File: config.mk
export PLATFORM = sky130hd
export DESIGN_NAME = serial_adder_flat
export DESIGN_NICKNAME = d
export VERILOG_FILES = /design/src/rtl/serial_adder_if.sv /design/src/rtl/serial_adder.sv /design/src/flat_wrapper.sv
export SDC_FILE = /design/constraint.sdc
export NUM_CORES = 1
export LEC_CHECK = 0
export CAP_MARGIN = 20
export CORE_ASPECT_RATIO = 2
export CORE_MARGIN = 4
export CORE_UTILIZATION = 25
export CTS_CLUSTER_DIAMETER = 60
export DETAILED_ROUTE_END_ITERATION = 7
export PLACE_DENSITY = 0.5
export SYNTH_ARGS = -nofsm -noshare
export SYNTH_HDL_FRONTEND = slang
export SYNTH_SLANG_ARGS = --single-unit
File: constraint.sdc
create_clock -name clk -period 2.4 [get_ports clk]
set_clock_uncertainty 0.2 [all_clocks]
set_input_delay 0.36 -clock clk [delete_from_list [all_inputs] [get_ports clk]]
set_output_delay 0.36 -clock clk [all_outputs]
set_load 0.03 [all_outputs]
File: src/rtl/serial_adder_if.sv
// Handshake and operand/result bundle for the bit-serial adder.
interface serial_adder_if #(
  parameter int unsigned WIDTH = 8
);
  logic             start;
  logic [WIDTH-1:0] a_in;
  logic [WIDTH-1:0] b_in;
  logic             c_in;
  logic             op_sub;
  logic             busy;
  logic             done;
  logic [WIDTH-1:0] sum;
  logic             co;

  modport master (
    output start, a_in, b_in, c_in, op_sub,
    input  busy, done, sum, co
  );

  modport slave (
    input  start, a_in, b_in, c_in, op_sub,
    output busy, done, sum, co
  );
endinterface

File: src/rtl/serial_adder.sv
// Bit-serial WIDTH-bit adder: one full-adder cell plus carry flop, LSB first.
// Optional subtract mode is enabled by defining SERIAL_SUB_EN.
module serial_adder #(
  parameter int unsigned WIDTH = 8
) (
  input  logic           clk,
  input  logic           rst_n,
  serial_adder_if.slave  bus
);
  localparam int unsigned CW = (WIDTH > 1) ? $clog2(WIDTH) : 1;

  typedef enum logic [1:0] {IDLE, SHIFT, DONE} state_t;

  state_t           state, state_next;
  logic [WIDTH-1:0] a_sr, b_sr, res, res_next, sum_q;
  logic [WIDTH-1:0] b_load;
  logic [CW-1:0]    cnt;
  logic             carry, carry_next, carry_load, s, co_q;
  logic             accept, last;

`ifdef SERIAL_SUB_EN
  // Subtract as a + ~b + 1: invert B and force the initial carry.
  always_comb begin
    b_load     = bus.op_sub ? ~bus.b_in : bus.b_in;
    carry_load = bus.op_sub ? 1'b1 : bus.c_in;
  end
`else
  logic op_sub_unused;
  assign op_sub_unused = bus.op_sub;

  always_comb begin
    b_load     = bus.b_in;
    carry_load = bus.c_in;
  end
`endif

  always_comb begin
    accept     = bus.start && ((state == IDLE) || (state == DONE));
    last       = (state == SHIFT) && (cnt == CW'(WIDTH - 1));
    s          = a_sr[0] ^ b_sr[0] ^ carry;
    carry_next = (a_sr[0] & b_sr[0]) | (a_sr[0] & carry) | (b_sr[0] & carry);
    // New bit enters at the MSB; the WIDTH+1 wide shift also covers WIDTH=1.
    res_next   = WIDTH'({s, res} >> 1);
  end

  always_comb begin
    state_next = state;
    case (state)
      IDLE:    if (bus.start) state_next = SHIFT;
      SHIFT:   if (last) state_next = DONE;
      DONE:    state_next = bus.start ? SHIFT : IDLE;
      default: state_next = IDLE;
    endcase
  end

  always_ff @(posedge clk or negedge rst_n) begin
    if (!rst_n) state <= IDLE;
    else        state <= state_next;
  end

  always_ff @(posedge clk or negedge rst_n) begin
    if (!rst_n) begin
      a_sr  <= '0;
      b_sr  <= '0;
      res   <= '0;
      carry <= 1'b0;
      cnt   <= '0;
      sum_q <= '0;
      co_q  <= 1'b0;
    end else if (accept) begin
      a_sr  <= bus.a_in;
      b_sr  <= b_load;
      res   <= '0;
      carry <= carry_load;
      cnt   <= '0;
    end else if (state == SHIFT) begin
      a_sr  <= a_sr >> 1;
      b_sr  <= b_sr >> 1;
      res   <= res_next;
      carry <= carry_next;
      cnt   <= cnt + CW'(1);
      if (last) begin
        sum_q <= res_next;
        co_q  <= carry_next;
      end
    end
  end

  assign bus.busy = (state == SHIFT);
  assign bus.done = (state == DONE);
  assign bus.sum  = sum_q;
  assign bus.co   = co_q;
endmodule

File: src/flat_wrapper.sv
// flat-port wrapper written by rule: the top's interface ports become plain ports
module serial_adder_flat 
#(
  parameter int unsigned WIDTH = 8
)
  (clk, rst_n, bus_start, bus_a_in, bus_b_in, bus_c_in, bus_op_sub, bus_busy, bus_done, bus_sum, bus_co);
  serial_adder_if #(.WIDTH(WIDTH)) bus_i ();
  input  logic clk;
  input  logic rst_n;
  input wire logic [$bits(bus_i.start)-1:0] bus_start;
  input wire logic [$bits(bus_i.a_in)-1:0] bus_a_in;
  input wire logic [$bits(bus_i.b_in)-1:0] bus_b_in;
  input wire logic [$bits(bus_i.c_in)-1:0] bus_c_in;
  input wire logic [$bits(bus_i.op_sub)-1:0] bus_op_sub;
  output wire logic [$bits(bus_i.busy)-1:0] bus_busy;
  output wire logic [$bits(bus_i.done)-1:0] bus_done;
  output wire logic [$bits(bus_i.sum)-1:0] bus_sum;
  output wire logic [$bits(bus_i.co)-1:0] bus_co;
  assign bus_i.start = bus_start;
  assign bus_i.a_in = bus_a_in;
  assign bus_i.b_in = bus_b_in;
  assign bus_i.c_in = bus_c_in;
  assign bus_i.op_sub = bus_op_sub;
  assign bus_busy = bus_i.busy;
  assign bus_done = bus_i.done;
  assign bus_sum = bus_i.sum;
  assign bus_co = bus_i.co;
  serial_adder #(.WIDTH(WIDTH)) u_core (.clk(clk), .rst_n(rst_n), .bus(bus_i));
endmodule
==> impl_metrics.yaml <==
route:
  drc: 0
  routedWlPerCell_um: 14.2
  drt-total-wl_um: 3940
  drt-initial-drc-count: 44
  first_pass_iters: 4
  vias: 1244
  postRouteAntennaNets: 0
  viasPerCell: 4.47
place:
  port_buffers: 30
  place_hpwl_um: 2950
  place.gp.congestion: 0.696
clocking:
  cts_setup_buffers: 0
  cts-root-buf: "clkbuf_16"
  clk_pin_slew_ns: 0.06
  cts_max_path_buffers: 2
  tritoncts: "done"
  insertion_delay_ns: 0.28
  numClockSinks: 38
  numCtsBuffers: 5
  htreeDepth: 2
global_route:
  grt.total_usage: 0.0939
  grt_pass1_wl_um: 6840
  grt_max_degree: 19
  antenna_found_initial: 0
  grt_overflow: 0
  grt_pass1_vias: 1394
power:
  p_comb_frac: 0.387
  clkPwrFrac: 0.246
  irDropWorstVdd_mv: 0.315
  power.internal_mw: 2.05
  p_sw_frac: 0.338
  power.leakage_nw: 1.19
  seq_power_share: 0.367
  p_sw_mw: 1.05
  power_density_mw_per_mm2: 1220
floorplanning:
  std_cell_rows: 45
  core_mm2: 0.00760
  initial_core_util: 0.256
  die-area_mm2: 0.00935
  die_y_um: 133
  io_pins: 32
  die_x_um: 70.4
sta:
  slew_headroom: 0.682
  fmaxAchievable_mhz: 534
  period_minus_slack_ns: 1.87
  setup_viol_count_final: 0
  finalHoldViolations: 0
  rsz0062_at_grt: "no"
  whs_ns: 0.303
  timing.setup.tns_ns: 0
  drv_slew: 0
  tightest_slew_ns: 0.477
  finalCritPeriodShare: 0.781
setup_path:
  critPathBufInv: 1
  arrival_ns: 1.31
  timing.rr.end: "u_core.res[7]"
  critPathKind: "flip-flop to primary output"
  startpoint_type: "flip-flop"
  r2r_cells: 3
  crit_fanout: 2
  r2r_slack_ns: 0.61
  cp.required_ns: 1.84
  crit_chain: "clkdlybuf4s50_1"
  end_kind: "primary output"
  cp_slowest_cell: "clkdlybuf4s50_1"
  r2r_start: "u_core.state[1]"
  critPathTopFamily: "buffers and inverters"
  slowest_delay_ns: 0.67
yosys:
  yosys_warnings: 0
  yosysTopAreaCell: "dfrtp_1"
  postSynthAreaPerCell_um2: 13.4
  yosys.area.top_type_share: 0.488
  syn_nets: 169
  synth_common_cells: "mux2i_1, dfrtp_1, mux2_4"
  syn-instance-count: 145
  synthTopCellsByArea: "dfrtp_1, mux2i_1, mux2_4"
  yosys.cell_types.count: 19
  synth_edf_count: 0
  synthArstFlopShare: 1.00
  synth_ff_type: "dfrtp_1"
  yosysMostFrequentCell: "mux2i_1"
  synth_seq_area_share: 0.488
  synth_area_mm2: 0.00195
  synth-seq-cells: 38
final_layout:
  fin_nets: 207
  n_antenna_cell: 0
  syn2layout_area_growth_pct: 30.1
  drive_gt1_frac: 0.174
flow_run:
  cap_violations: 0
run_status:
  status: "finished, final reports clean"
hold_path:
  hold_path_class: "input port to asynchronous set/reset pin"
==> worst max path at each step <==
stage,depth (start not counted),endpoint,start,slack [ns]
6_report,1,bus_sum[4],u_core.bus.sum[4],0.53
5_1_grt,1,bus_sum[4],u_core.bus.sum[4],0.47
4_1_cts,1,bus_sum[4],u_core.bus.sum[4],0.51
3_5_place_dp,3,u_core.res[5],bus_start,0.52
3_3_place_gp,3,u_core.res[6],bus_start,0.52
2_1_floorplan,3,bus_done,u_core.state[1],0.72
==> cell type report <==
| type | instances | area (um^2) |
|---|---|---|
| Clock buffer | 5 | 125 |
| Clock inverter | 3 | 45.0 |
| Fill cell | 785 | 5070 |
| Inverter | 7 | 26.3 |
| Multi-Input combinational cell | 89 | 885 |
| Sequential cell | 38 | 951 |
| Tap cell | 94 | 118 |
| Timing Repair Buffer | 42 | 383 |
==> sequential cells by signal (all words and copies together) (netlist names) <==
signal and cells:
u_core.a_sr 8, u_core.b_sr 8, u_core.bus.sum 8, u_core.res 7, u_core.cnt 3, u_core.state 2, u_core.bus.co 1, u_core.carry 1
==> cells in the final DEF, fill, tap and decap left out, types with 3 or more instances in the layout <==
master / count
buf_4: 13
dfrtp_1: 38
mux2i_1: 47
nand3b_1: 6
nor2b_1: 3
a22o_1: 5
clkdlybuf4s50_1: 27
o31ai_1: 5
inv_1: 7
mux2_4: 10
mux2_1: 3
clkbuf_16: 5
==> cell families after synthesis <==
family / count (synthesis) / synth area share
AO/OA/AOI/OAI: 13 / 0.0508
flip-flops: 38 / 0.488
adder cells (fa/ha/maj): 3 / 0.0231
multiplexers: 60 / 0.336
AND/OR/NAND/NOR: 12 / 0.0398
XOR/XNOR: 1 / 0.00450
buffers and inverters: 18 / 0.0572
==> power groups by stage <==
stage	clock (mW)	sequential (mW)	combinational (mW)
floorplan	0	1.21	0.782
global placement	0	1.15	1.19
detailed placement	0	1.16	1.22
CTS	0.786	1.15	1.23
global route	0.815	1.18	1.32
finish	0.762	1.14	1.20
==> per-stage QoR <==
| step | util | area (um^2) | total power, mW | instances | worst slack (ns) |
|---|---|---|---|---|---|
| after floorplan | - | 1950 | 1.99 | 145 | 0.717 |
| after global placement | 0.309 | 2350 | 2.34 | 269 | 0.524 |
| after detailed placement | 0.309 | 2350 | 2.38 | 269 | 0.523 |
| after CTS | 0.333 | 2530 | 3.16 | 278 | 0.511 |
| after global routing | 0.333 | 2530 | 3.32 | 278 | 0.467 |
| final | 0.333 | 2530 | 3.10 | 278 | 0.526 |
==> layer usage <==
metal | up-vias | global-route usage | part of all wire
li1 | 594 | - | -
met1 | 621 | 0.0992 | 0.40
met2 | 23 | 0.165 | 0.54
met3 | 6 | 0.0198 | 0.029
met4 | 0 | 0.0576 | 0.031
met5 | - | 0 | 0
==> what timing repair did <==
item | 4_1_cts | 5_1_grt
hold buffers | 1 | 0
endpoints found under the hold margin | 11 | 0
resized for setup | 0 | 0
No activity file was read; power rests on OpenSTA's default activity.
